--- src/rtl/mips_boot_pkg.sv ---
// rtl/mips_boot_pkg.sv - shared states, sizes and per-state output decode for the imem boot loader
package mips_boot_pkg;

    localparam int BYTES_PER_WORD = 4;
    localparam int HDR_BYTES      = 2;

    typedef enum logic [2:0] {
        HDR0,
        HDR1,
        DATA,
        WRITE,
        CSUM,
        RUN,
        ERROR
    } boot_state_t;

    typedef struct packed {
        logic rx_ready;
        logic cpu_rst;
        logic busy;
        logic done;
        logic err;
    } boot_flags_t;

    // Status outputs are a pure function of the state they are entering,
    // so the FSM registers them alongside the state itself.
    function automatic boot_flags_t state_flags(input boot_state_t s);
        boot_flags_t f;
        f.rx_ready = 1'b0;
        f.cpu_rst  = 1'b1;
        f.busy     = 1'b1;
        f.done     = 1'b0;
        f.err      = 1'b0;
        case (s)
            HDR0, HDR1, DATA, CSUM: f.rx_ready = 1'b1;
            RUN: begin
                f.cpu_rst = 1'b0;
                f.busy    = 1'b0;
                f.done    = 1'b1;
            end
            ERROR: begin
                f.busy = 1'b0;
                f.err  = 1'b1;
            end
            default: ;
        endcase
        return f;
    endfunction

endpackage

--- src/rtl/boot_word_assembler.sv ---
// rtl/boot_word_assembler.sv - little-endian byte-to-word shift register with modulo-4 byte counter
module boot_word_assembler
    import mips_boot_pkg::*;
(
    input  logic        clk,
    input  logic        rst,
    input  logic        shift_en,
    input  logic        clear,
    input  logic [7:0]  byte_in,
    output logic [31:0] word,
    output logic        word_full
);

    localparam int CNT_W = $clog2(BYTES_PER_WORD);

    logic [CNT_W-1:0] byte_cnt;

    // High while the byte completing the current word is being shifted in.
    assign word_full = shift_en && (byte_cnt == CNT_W'(BYTES_PER_WORD - 1));

    // Bytes enter at the top so the first byte of a word settles in bits 7:0.
    always_ff @(posedge clk) begin
        if (rst || clear) begin
            byte_cnt <= '0;
            word     <= '0;
        end else if (shift_en) begin
            word     <= {byte_in, word[31:8]};
            byte_cnt <= byte_cnt + CNT_W'(1);
        end
    end

endmodule

--- src/rtl/imem_boot_loader.sv ---
// rtl/imem_boot_loader.sv - boot sequencer loading instruction memory from a byte stream; BOOT_CHECKSUM_EN adds a trailing XOR check byte
module imem_boot_loader
    import mips_boot_pkg::*;
#(
    parameter int ADDR_W = 8,
    parameter int DEPTH  = 256
) (
    input  logic              clk,
    input  logic              rst,
    input  logic              rx_valid,
    input  logic [7:0]        rx_byte,
    output logic              rx_ready,
    input  logic              reload,
    output logic              imem_we,
    output logic [ADDR_W-1:0] imem_waddr,
    output logic [31:0]       imem_wdata,
    output logic              cpu_rst,
    output logic              busy,
    output logic              done,
    output logic              err
);

    localparam int HDR_W = HDR_BYTES * 8;

`ifdef BOOT_CHECKSUM_EN
    localparam boot_state_t LOAD_END = CSUM;
`else
    localparam boot_state_t LOAD_END = RUN;
`endif

    boot_state_t      state;
    boot_state_t      state_nxt;
    boot_flags_t      flags;
    logic [HDR_W-1:0] word_cnt;
    logic [HDR_W-1:0] hdr_n;
    logic [ADDR_W:0]  index;
    logic             accept;
    logic             shift_en;
    logic             clear;
    logic             word_full;
    logic             last_word;
    logic             too_big;

    assign accept    = rx_valid && rx_ready;
    assign shift_en  = accept && (state == DATA);
    assign clear     = (state == RUN) && reload;
    assign hdr_n     = {rx_byte, word_cnt[7:0]};
    assign too_big   = 32'(hdr_n) > 32'(DEPTH);
    assign last_word = 32'(index) == (32'(word_cnt) - 32'd1);

    assign rx_ready   = flags.rx_ready;
    assign cpu_rst    = flags.cpu_rst;
    assign busy       = flags.busy;
    assign done       = flags.done;
    assign err        = flags.err;
    assign imem_waddr = index[ADDR_W-1:0];

    boot_word_assembler u_asm (
        .clk       (clk),
        .rst       (rst),
        .shift_en  (shift_en),
        .clear     (clear),
        .byte_in   (rx_byte),
        .word      (imem_wdata),
        .word_full (word_full)
    );

`ifdef BOOT_CHECKSUM_EN
    logic [7:0] csum;

    // Running XOR over every header and data byte of the current image.
    always_ff @(posedge clk) begin
        if (rst || clear) begin
            csum <= '0;
        end else if (accept && (state != CSUM)) begin
            csum <= csum ^ rx_byte;
        end
    end
`endif

    // Next-state selection; the header is judged as its high byte arrives.
    always_comb begin
        state_nxt = state;
        case (state)
            HDR0:  if (accept) state_nxt = HDR1;
            HDR1: begin
                if (accept) begin
                    if (too_big)           state_nxt = ERROR;
                    else if (hdr_n == '0)  state_nxt = LOAD_END;
                    else                   state_nxt = DATA;
                end
            end
            DATA:  if (word_full) state_nxt = WRITE;
            WRITE: state_nxt = last_word ? LOAD_END : DATA;
`ifdef BOOT_CHECKSUM_EN
            CSUM:  if (accept) state_nxt = (rx_byte == csum) ? RUN : ERROR;
`endif
            RUN:   if (reload) state_nxt = HDR0;
            ERROR: state_nxt = ERROR;
            default: state_nxt = HDR0;
        endcase
    end

    // State, registered status outputs, header count and write index.
    always_ff @(posedge clk) begin
        if (rst) begin
            state    <= HDR0;
            flags    <= state_flags(HDR0);
            imem_we  <= 1'b0;
            word_cnt <= '0;
            index    <= '0;
        end else begin
            state   <= state_nxt;
            flags   <= state_flags(state_nxt);
            imem_we <= (state_nxt == WRITE);
            if (accept && (state == HDR0)) word_cnt[7:0]       <= rx_byte;
            if (accept && (state == HDR1)) word_cnt[HDR_W-1:8] <= rx_byte;
            if (clear) begin
                index <= '0;
            end else if (state == WRITE) begin
                index <= index + {{ADDR_W{1'b0}}, 1'b1};
            end
        end
    end

endmodule

--- config.mk ---
export PLATFORM = sky130hd
export DESIGN_NAME = imem_boot_loader
export DESIGN_NICKNAME = d
export VERILOG_FILES = /design/src/rtl/mips_boot_pkg.sv /design/src/rtl/boot_word_assembler.sv /design/src/rtl/imem_boot_loader.sv
export SDC_FILE = /design/constraint.sdc
export NUM_CORES = 1
export LEC_CHECK = 0
export ABC_CLOCK_PERIOD_IN_PS = 6900
export BUFFER_PORTS_ARGS = -buffer_cell sky130_fd_sc_hd__buf_2
export CAP_MARGIN = 10
export CORE_ASPECT_RATIO = 2
export CORE_MARGIN = 5
export CORE_UTILIZATION = 25
export CTS_BUF_LIST = sky130_fd_sc_hd__clkbuf_4
export DETAILED_ROUTE_END_ITERATION = 8
export PLACE_DENSITY_LB_ADDON = 0.25
export SYNTH_ARGS = -nofsm -noshare
export SYNTH_HDL_FRONTEND = slang
export SYNTH_SLANG_ARGS = --single-unit
--- constraint.sdc ---
create_clock -name clk -period 6.9 [get_ports clk]
set_input_delay 1.035 -clock clk [delete_from_list [all_inputs] [get_ports clk]]
set_output_delay 1.035 -clock clk [all_outputs]
set_load 0.005 [all_outputs]
==> results.md, run 1 <==
* Post-synthesis xor/xnor area fraction at 6.21%
* Worst skew pair latency at 0.42 ns
* Antenna Nets Post-Route at 0
* Yosys warning count at 0
* Final setup viols at 0
* DIE AREA at 14900 um^2
* Total power draw at 1.14 mW
* Critical Path End Type: flop
* Outcome: finished, final reports clean
* DRC errors left at 0
* Asr flop ratio synth at 0%
* Clock tree root driver cell: clkbuf_4
* Syn Nets at 380
* Via count at 2606
* NumNets Final at 424
* Sink count of the clock tree at 68
* Vias per std cell at 4.64
* All-Layer GR Usage at 11.8%
* First-pass GRT wire length at 13.2 mm
* Clock transition at path regs at 0.12 ns
* Vias in the first global route at 2537
* Reg-to-reg endpoint: rx_ready
* DRT iter0 DRCs at 78
* Die span in x at 88.8 um
* Final Hold Violating Endpoints at 0
* Post-Synthesis Cells at 365
* Critical R2R Launch: word_cnt[0]
* Std-Cell Rows at 57
* Share of the yosys chip area belonging to registers at 43.9%
* Crit path DAT at 2.80 ns
* Clock buffer count from CTS at 9
* Hold_buf cts at 0
* Synth cell types at 50
* Skew final at 0.0155 ns
* Worst Hold Class: reg2reg
* DR WL/cell at 15.1 um
* Met3 wire length at 379 um
* Startpoint type of the worst setup path: flop
* Hpwl dp at 6.54 mm
* Wl on met1 at 2.99 mm
* Final worst path period share at 36.0%
* Post CTS Setup Buffer Count at 0
* Peak Freq at 402 MHz
* Final Slew Violations at 0
* Setup TNS at 0 ns
* Largest net degree at the start of global routing at 44
* Layout area overhead at 16.9%
* Uppermost layer routed: met4
* Main synth FF type: dfxtp_1
* Slew @ Worst Pin at 1.14 ns
* Worst setup path end: rx_ready
* Minimum clock period at 2.49 ns
* First-pass DRT Iterations at 6
* Combinational family with the most area after synthesis: simple AND/OR/NAND/NOR gates
* Max_cap viols at 0
* Crit path kind: reg2reg
* RSZ-0062 raised after global routing: no
* Worst Setup SP: word_cnt[0]
* R2r worst-path depth at 9
* Seq cells post-synth at 68
* Initial antenna violation count at 1
* IO Pins at 58
* FF-to-FF setup slack at 4.41 ns
* Port Buffers at 57
* Die height at 168 um
* CTS max path bufs at 2
* Initial core utilization at 25.4%
* Number of flops mapped to enable cells by yosys at 0
* CP required at 7.22 ns
* Post_cts resized at 0
* Post-synthesis compound-gate area fraction at 12.3%
* Final wirelength at 8.47 mm
* Hold_ws at 0.459 ns
* DR WL met2 at 4.72 mm
* Power Dens Cells at 316 nW/um^2
* Core area at 12200 um^2
* Post-Synth Simple-Gate Area at 24.9%
* Layout cells sized above 1 at 22.7%
* Mux cell area share after synthesis at 5.48%
* Cell area after synthesis at 3100 um^2
* Rel. slew slack at 23.9%
* CP Max Fanout at 6
* CTS tree: yes
* Synth Area in Adders at 1.21%
* VDD IR max at 0.120 mV
* Avg Inst Size Synth at 8.50 um^2
* Leak Pwr at 1.46 nW
* Gpl congestion at 0.839
* Total grt overflow at 0
* Htree depth at 3
worst min path at each step:
stage                           start  cells past startpoint                end  slack, ns
detailed placement      u_asm.word[4]                      2      u_asm.word[4]       0.44
CTS                     u_asm.word[4]                      2      u_asm.word[4]       0.46
global route           u_asm.word[24]                      2     u_asm.word[16]       0.49
finish                  u_asm.word[6]                      2      u_asm.word[6]       0.46
floorplan           u_asm.byte_cnt[1]                      2  u_asm.byte_cnt[1]       0.44
global placement        u_asm.word[4]                      2      u_asm.word[4]       0.44
stage by stage:
| step | cells | utilization (%) | setup slack, ns | cell area, um^2 |
|---|---|---|---|---|
| final | 562 | 29.7 | 4.41 | 3630 |
| after detailed placement | 545 | 28.3 | 4.07 | 3460 |
| after global routing | 562 | 29.7 | 4.20 | 3630 |
| after floorplan | 365 | - | 4.56 | 3100 |
| after global placement | 545 | 28.3 | 4.07 | 3460 |
| after CTS | 561 | 29.7 | 4.39 | 3620 |
layer usage:
metal / vias up / GRT usage (%)
met5: - / 0
met2: 69 / 21.9
li1: 1328 / -
met1: 1188 / 11.0
met4: 0 / 7.37
met3: 21 / 2.51
flip-flops by register name, summed over array words and instances, names as in the netlist:
| register | cells |
|---|---|
| u_asm.byte_cnt | 2 |
| rx_ready | 1 |
| err | 1 |
| state | 3 |
| word_cnt | 16 |
| cpu_rst | 1 |
| done | 1 |
| u_asm.word | 32 |
| imem_we | 1 |
| busy | 1 |
| index | 9 |
power breakdown:
group	internal, mW	switching, mW	total (mW)	leakage (nW)
Clock	0.149	0.153	0.301	0.0865
Sequential	0.429	0.0557	0.485	0.550
Combinational	0.153	0.206	0.359	0.822
Total	0.731	0.414	1.14	1.46
cells in the mapped netlist, drive strengths merged (2+ instances only):
master	count	area (um^2)
or2	2	12.5
dfxtp	68	1360
clkbuf	16	60.1
nor2	37	139
nor3b	2	15.0
inv	9	33.8
nand4	3	18.8
nor4b	3	47.5
nor4	7	71.3
or4	2	18.8
nor3	11	65.1
and2	3	23.8
ha	3	37.5
a41oi	2	32.5
a41o	2	20.0
xnor2	9	78.8
xor2	13	114
o31ai	4	30.0
a21oi	37	185
a31o	2	17.5
o21ai	2	10.0
buf	12	91.3
and3	4	25.0
nand2	76	285
nand3	5	25.0
nand2b	2	12.5
mux2i	17	170
layout make-up:
cell class,instances,area [um^2]
fill,1301,8570
multi-input combinational,260,1560
sequential,68,1360
timing repair buffer,61,315
tap,147,184
clock inverter,7,98.8
clock buffer,9,67.6
inverter,9,33.8
antenna,1,2.50
cells in the final DEF (no fill, tap or decap), types with 4 or more instances in the layout:
cell      instances
nand2_1          76
dfxtp_1          68
buf_2            57
a21oi_1          37
nor2_1           37
mux2i_1          17
xor2_1           13
nor3_1            9
xnor2_1           9
clkbuf_4          9
inv_1             8
nand3_1           5
and3_1            4
o31ai_1           4
buf_4             4
cells by family (layout without fill, tap and decap cells):
family / after synthesis / count (layout)
AND/OR/NAND/NOR: 159 / 159
multiplexers: 17 / 17
XOR/XNOR: 22 / 22
adder cells (fa/ha/maj): 3 / 3
other: 0 / 1
AO/OA/AOI/OAI: 59 / 59
flip-flops: 68 / 68
buffers and inverters: 37 / 86
worst max-delay path, stage by stage, from the launching register on:
cell and delay (ns):
dfxtp_1 0.46, inv_1 0.07, ha_1 0.31, xnor2_1 0.14, nor4_1 0.24, nand4_1 0.20
nor4_2 0.40, a41oi_2 0.25, a211oi_2 0.26, a21oi_1 0.06
No activity file was read; power rests on OpenSTA's default activity.
==> run 2, diff against run 1 <==
ABC_CLOCK_PERIOD_IN_PS = 2150   (was 6900)
clock period = 2.15 ns   (was 6.9 ns; I/O delays follow)
==> run 2 against run 1 <==
Core utilization grew 3.0 points. Register-to-register slack worse by 4.4 ns. Final area rose by 9.9%. Critical path type unchanged. Critical endpoint is now busy.
==> results.md, run 2 (synthesis gave the netlist of run 1 again) <==
* Hold_buf cts at 0 (unchanged)
* Top reg by flops: u_asm.word
* Die height at 168 um (unchanged)
* All-Layer GR Usage at 12.3% (+0.56 points)
* First-pass GRT wire length at 14.1 mm (+6.5%)
* Hold_ws at 0.180 ns (-0.280 ns)
* Clock transition at path regs at 0.11 ns (about the same)
* Core area at 12200 um^2 (unchanged)
* Switching part of the total at 35.9% (-0.29 points)
* Startpoint type of the worst setup path: flop
* Worst Hold Class: in2reg
* Critical Path End Type: flop
* DIE AREA at 14900 um^2 (unchanged)
* Final Slew Violations at 0 (unchanged)
* Layout cells sized above 1 at 33.0% (+10 points)
* Minimum clock period at 2.13 ns (-0.354 ns)
* Via count at 2741 (+5.2%)
* Worst Setup SP: word_cnt[4]
* Commonest non-fill, non-tap cell in the layout: nand2_1
* CP delay by family, top: simple AND/OR/NAND/NOR gates
* DRT iter0 DRCs at 159 (+100%)
* Leak Pwr at 1.63 nW (+12%)
* Placed cells at 566 (+3.9%)
* Biggest regs: u_asm.word (32), word_cnt (16), index (9)
* CTS max path bufs at 2 (unchanged)
* Vias in the first global route at 2745 (+8.2%)
* Clock tree root driver cell: clkbuf_4
* Port Buffers at 57 (unchanged)
* Hpwl dp at 6.71 mm (+2.5%)
* Hold Path Depth at 3 (+1)
* VDD IR max at 0.402 mV (+240%)
* Seq pwr share at 38.2% (-4.2 points)
* Critical R2R Launch: word_cnt[4]
* Initial core utilization at 25.4% (unchanged)
* Post-route cell area at 3990 um^2 (+9.9%)
* Max reg flops at 32 (unchanged)
* Final wirelength at 9.00 mm (+6.3%)
* Crit path kind: reg2reg
* Final Hold Violating Endpoints at 0 (unchanged)
* Crit path DAT at 2.44 ns (-0.36 ns)
* Slew @ Worst Pin at 0.438 ns (-0.702 ns)
* CP Max Fanout at 5 (-1)
* CP required at 2.45 ns (-4.77 ns)
* Clock power frac at 23.2% (-3.1 points)
* Skew final at 0.0104 ns (-0.00513 ns)
* Std-Cell Rows at 57 (unchanged)
* RSZ-0062 raised after global routing: yes
* Layout area overhead at 28.5%
* Outcome: finished, final reports clean
* Total power draw at 4.05 mW (+250%)
* Gpl congestion at 0.873 (+4.0%)
* Setup TNS at 0 ns (unchanged)
* Die span in x at 88.8 um (unchanged)
* Hold Startpoint: rx_byte[5]
* Power Internal at 2.60 mW (+260%)
* Critical path, cell by cell: nor4_4 > buf_4 > nand3_4 > nor4b_2 > a211o_1 > a41oi_2 > and2_4 > or2_1
* Slowest CP cell: dfxtp_4
* Antenna Nets Post-Route at 0 (unchanged)
* Rel. slew slack at 70.7% (+47 points)
* Final worst path period share at 99.2% (+63 points)
* Max_cap viols at 0 (unchanged)
* Power Dens Cells at 1020 nW/um^2 (+220%)
* Vias per std cell at 4.67 (+0.70%)
* Peak Freq at 469 MHz (+17%)
* Critical path depth at 8 (-1)
* CTS tree: yes
* Worst skew pair latency at 0.41 ns (about the same)
* Dpl cell area at 3620 um^2 (+4.6%)
* Htree depth at 3 (unchanged)
* CP bufs+invs at 1 (unchanged)
* Gate power share at 38.6% (+7.3 points)
* Sink count of the clock tree at 68 (unchanged)
* Filler cells at 1277 (-1.8%)
* IO Pins at 58 (unchanged)
* R2r worst-path depth at 8 (-1)
* Most frequent cells in the layout: nand2_1, dfxtp_1, buf_2
* CP peak stage delay at 0.38 ns (-0.08 ns)
* Final setup viols at 0 (unchanged)
* First-pass DRT Iterations at 4 (-2)
* DRC errors left at 0 (unchanged)
* Non-filler instance count after layout at 587 (+4.4%)
* Clock buffer count from CTS at 9 (unchanged)
* P_sw at 1.45 mW (+250%)
* NumNets Final at 449 (+5.9%)
* Total grt overflow at 0 (unchanged)
* Largest net degree at the start of global routing at 35 (-20%)
* Initial antenna violation count at 1 (unchanged)
* DR WL/cell at 15.3 um (+1.8%)
run 2: power groups by stage:
stage,clock [mW],sequential (mW),combinational [mW]
floorplan,0,1.51,0.936
global placement,0,1.56,1.29
detailed placement,0,1.56,1.31
CTS,0.983,1.53,1.41
global route,1.04,1.56,1.71
finish,0.941,1.54,1.56
run 2: path summary, 6_finish.rpt:
| path | endpoint | slack [ns] |
|---|---|---|
| max | busy | 0.02 |
| min | u_asm.word[29] | 0.18 |
| max reg2reg | busy | 0.02 |
| min reg2reg | u_asm.word[6] | 0.45 |
run 2: worst reg2reg max path, delay by kind of cell, from the launching register on:
family | cells | cell delay [ns]
AOI/OAI and AO/OA | 2 | 0.39
buffers and inverters | 1 | 0.18
DFF | 1 | 0.38
and+or+nand+nor | 5 | 1.08
run 2: area by class of cell:
cell class	count	area [um^2]	area share [%]
clock buffer	11	82.6	2.07
clock inverter	5	76.3	1.91
tap	147	184	4.61
inverter	9	33.8	0.847
multi-input combinational	260	1730	43.4
antenna	1	2.50	0.0628
timing repair buffer	86	507	12.7
sequential	68	1370	34.4
run 2: timing repair:
item | 4_1_cts | 5_1_grt
resized for setup | 12 | 25
pin swaps | 15 | 11
setup buffers | 2 | 2
setup endpoints to repair | 6 | 9
run 2: per-stage QoR:
stage	worst slack (ns)	util, %
final	0.0177	32.7
after global routing	-0.108	32.7
after CTS	-0.0335	31.5
after detailed placement	-0.0962	29.7
after global placement	-0.0350	29.7
after floorplan	0.0271	-
run 2: layer usage:
metal	vias up	global-route usage (%)	share of wire, %
li1	1365	-	-
met1	1297	11.8	34
met2	58	22.9	58
met3	21	2.36	3.8
met4	0	7.63	4.6
met5	-	0	0
==> run 3, diff against run 2 <==
ABC_CLOCK_PERIOD_IN_PS = 2300   (was 2150)
CTS_CLUSTER_SIZE = 25   (was not set)
clock period = 2.3 ns   (was 2.15 ns; I/O delays follow)
==> run 3 against run 2 <==
Global-route usage decreased by 0.49 points. Fmax decreased by 4.1%. Worst setup slack improved by 0.059 ns. Register-to-register slack better by 0.06 ns. Die area unchanged. Clock power fell by 28%. Flip-flop and latch count stayed put. Via count down 2.4%. Sequential share of layout area increased by 1.9 points.
==> results.md, run 3 (synthesis gave the netlist of run 1 again) <==
* Final Hold Violating Endpoints at 0 (unchanged)
* Layout area overhead at 21.7%
* DRT iter0 DRCs at 109 (-31%)
* Core area at 12200 um^2 (unchanged)
* Top reg by flops: u_asm.word
* Post-route cell area at 3770 um^2 (-5.3%)
* Port Buffers at 57 (unchanged)
* Seq pwr share at 42.5% (+4.3 points)
* Final setup viols at 0 (unchanged)
* Final wirelength at 8.59 mm (-4.6%)
* Hold Startpoint: rx_byte[5]
* CP Max Fanout at 4 (-1)
* Critical R2R Launch: word_cnt[5]
* Leak Pwr at 1.53 nW (-6.1%)
* Sink count of the clock tree at 68 (unchanged)
* Crit path kind: reg2reg
* Vias in the first global route at 2614 (-4.8%)
* Total grt overflow at 0 (unchanged)
* Dpl cell area at 3540 um^2 (-2.0%)
* Via count at 2676 (-2.4%)
* Rel. slew slack at 68.8% (-1.9 points)
* Hold_buf cts at 0 (unchanged)
* RSZ-0062 raised after global routing: yes
* Biggest regs: u_asm.word (32), word_cnt (16), index (9)
* IO Pins at 58 (unchanged)
* Switching part of the total at 38.4% (+2.6 points)
* Gpl congestion at 0.838 (-4.0%)
* DRC errors left at 0 (unchanged)
* Final Slew Violations at 0 (unchanged)
* Crit path DAT at 2.53 ns (+0.09 ns)
* CTS tree: yes
* Skew final at 0.0133 ns (+0.00293 ns)
* Slew @ Worst Pin at 0.467 ns (+0.0288 ns)
* Vias per std cell at 4.63 (-0.85%)
* VDD IR max at 0.257 mV (-36%)
* DIE AREA at 14900 um^2 (unchanged)
* Clock power frac at 19.9% (-3.3 points)
* Clock buffer count from CTS at 9 (unchanged)
* Die span in x at 88.8 um (unchanged)
* First-pass DRT Iterations at 4 (unchanged)
* Max_cap viols at 0 (unchanged)
* Antenna Nets Post-Route at 0 (unchanged)
* CTS max path bufs at 2 (unchanged)
* Initial antenna violation count at 1 (unchanged)
* Final worst path period share at 96.7% (-2.5 points)
* Worst Setup SP: word_cnt[5]
* Clock transition at path regs at 0.13 ns (+0.02 ns)
* First-pass GRT wire length at 13.3 mm (-5.1%)
* Initial core utilization at 25.4% (unchanged)
* NumNets Final at 441 (-1.8%)
* Commonest non-fill, non-tap cell in the layout: nand2_1
* Htree depth at 3 (unchanged)
* Std-Cell Rows at 57 (unchanged)
* Layout cells sized above 1 at 28.6% (-4.4 points)
* Hpwl dp at 6.47 mm (-3.5%)
* Clock tree root driver cell: clkbuf_4
* Max reg flops at 32 (unchanged)
* All-Layer GR Usage at 11.8% (-0.49 points)
* Gate power share at 37.5% (-1.1 points)
* Power Internal at 2.09 mW (-19%)
* Util after Layout at 31.0% (-1.7 points)
* CP required at 2.61 ns (+0.16 ns)
* Critical Path End Type: flop
* Outcome: finished, final reports clean
* Most frequent cells in the layout: nand2_1, dfxtp_1, buf_2
* Worst Hold Class: in2reg
* Power Dens Cells at 900 nW/um^2 (-11%)
* Minimum clock period at 2.22 ns (+0.0908 ns)
* Peak Freq at 450 MHz (-4.1%)
* Worst skew pair latency at 0.42 ns (about the same)
* Die height at 168 um (unchanged)
* DR WL/cell at 14.9 um (-3.1%)
* P_sw at 1.31 mW (-10%)
* Startpoint type of the worst setup path: flop
* Largest net degree at the start of global routing at 35 (unchanged)
## run 3: changes by cell type in the layout (fill, tap and decap cells not counted), moves of 3 or more
cell        before  now
clkinvlp_4       0    3
nor3_2           6    3
nor3_1           4    7
buf_4           28   20
## run 3: final timing paths
kind	endpoint	cells after the start	slack (ns)
max reg2reg	rx_ready	7	0.08
max	rx_ready	7	0.08
min	u_asm.word[29]	3	0.21
min reg2reg	u_asm.word[2]	2	0.46
## run 3: cell type report
type,instances,area [um^2]
fillers,1317,8420
well taps,147,184
multi-input cells,260,1620
diodes,1,2.50
inverters,9,33.8
repair buffers,78,455
clock buffers,9,67.6
flip-flops and latches,68,1370
clock inverters,6,41.3
## run 3: through the flow
step | power [mW] | setup slack (ns) | instances | setup TNS [ns] | hold WS, ns
after floorplan | 2.28 | 0.132 | 365 | 0 | 0.440
after global placement | 2.57 | -0.00173 | 555 | -0.00173 | 0.439
after detailed placement | 2.59 | -0.0590 | 555 | -0.110 | 0.453
after CTS | 3.33 | 0.0164 | 573 | 0 | 0.180
after global routing | 3.62 | -0.0708 | 578 | -0.167 | 0.201
final | 3.40 | 0.0769 | 578 | 0 | 0.211
## run 3: repair_timing
action,4_1_cts,5_1_grt
hold endpoints to repair,0,0
cloned,0,0
pin swaps,4,9
setup endpoints to repair,3,7
resized for setup,2,15
buffers inserted,3,4
## run 3: critical path, stage by stage, from the launching register on
cell and delay (ns):
dfxtp_4 0.38, nor4_4 0.32, nand3_1 0.15, o41a_1 0.52, nor4_4 0.20, a41oi_2 0.20
a211oi_2 0.29, a21oi_1 0.06
## run 3: power by group through the flow
| stage | Combinational [mW] | Sequential [mW] | Clock (mW) |
|---|---|---|---|
| after floorplan | 0.875 | 1.41 | 0 |
| after global placement | 1.11 | 1.46 | 0 |
| after detailed placement | 1.12 | 1.47 | 0 |
| after CTS | 1.18 | 1.44 | 0.710 |
| after global routing | 1.40 | 1.46 | 0.753 |
| final | 1.27 | 1.45 | 0.677 |
## run 3: metal layers
metal  up-vias  share of wire [%]  track usage, %
met1      1262                 36            11.5
met5         -                  0               0
li1       1351                  -               -
met3        13                3.7            2.46
met4         0                3.4            6.18
met2        50                 56            22.2
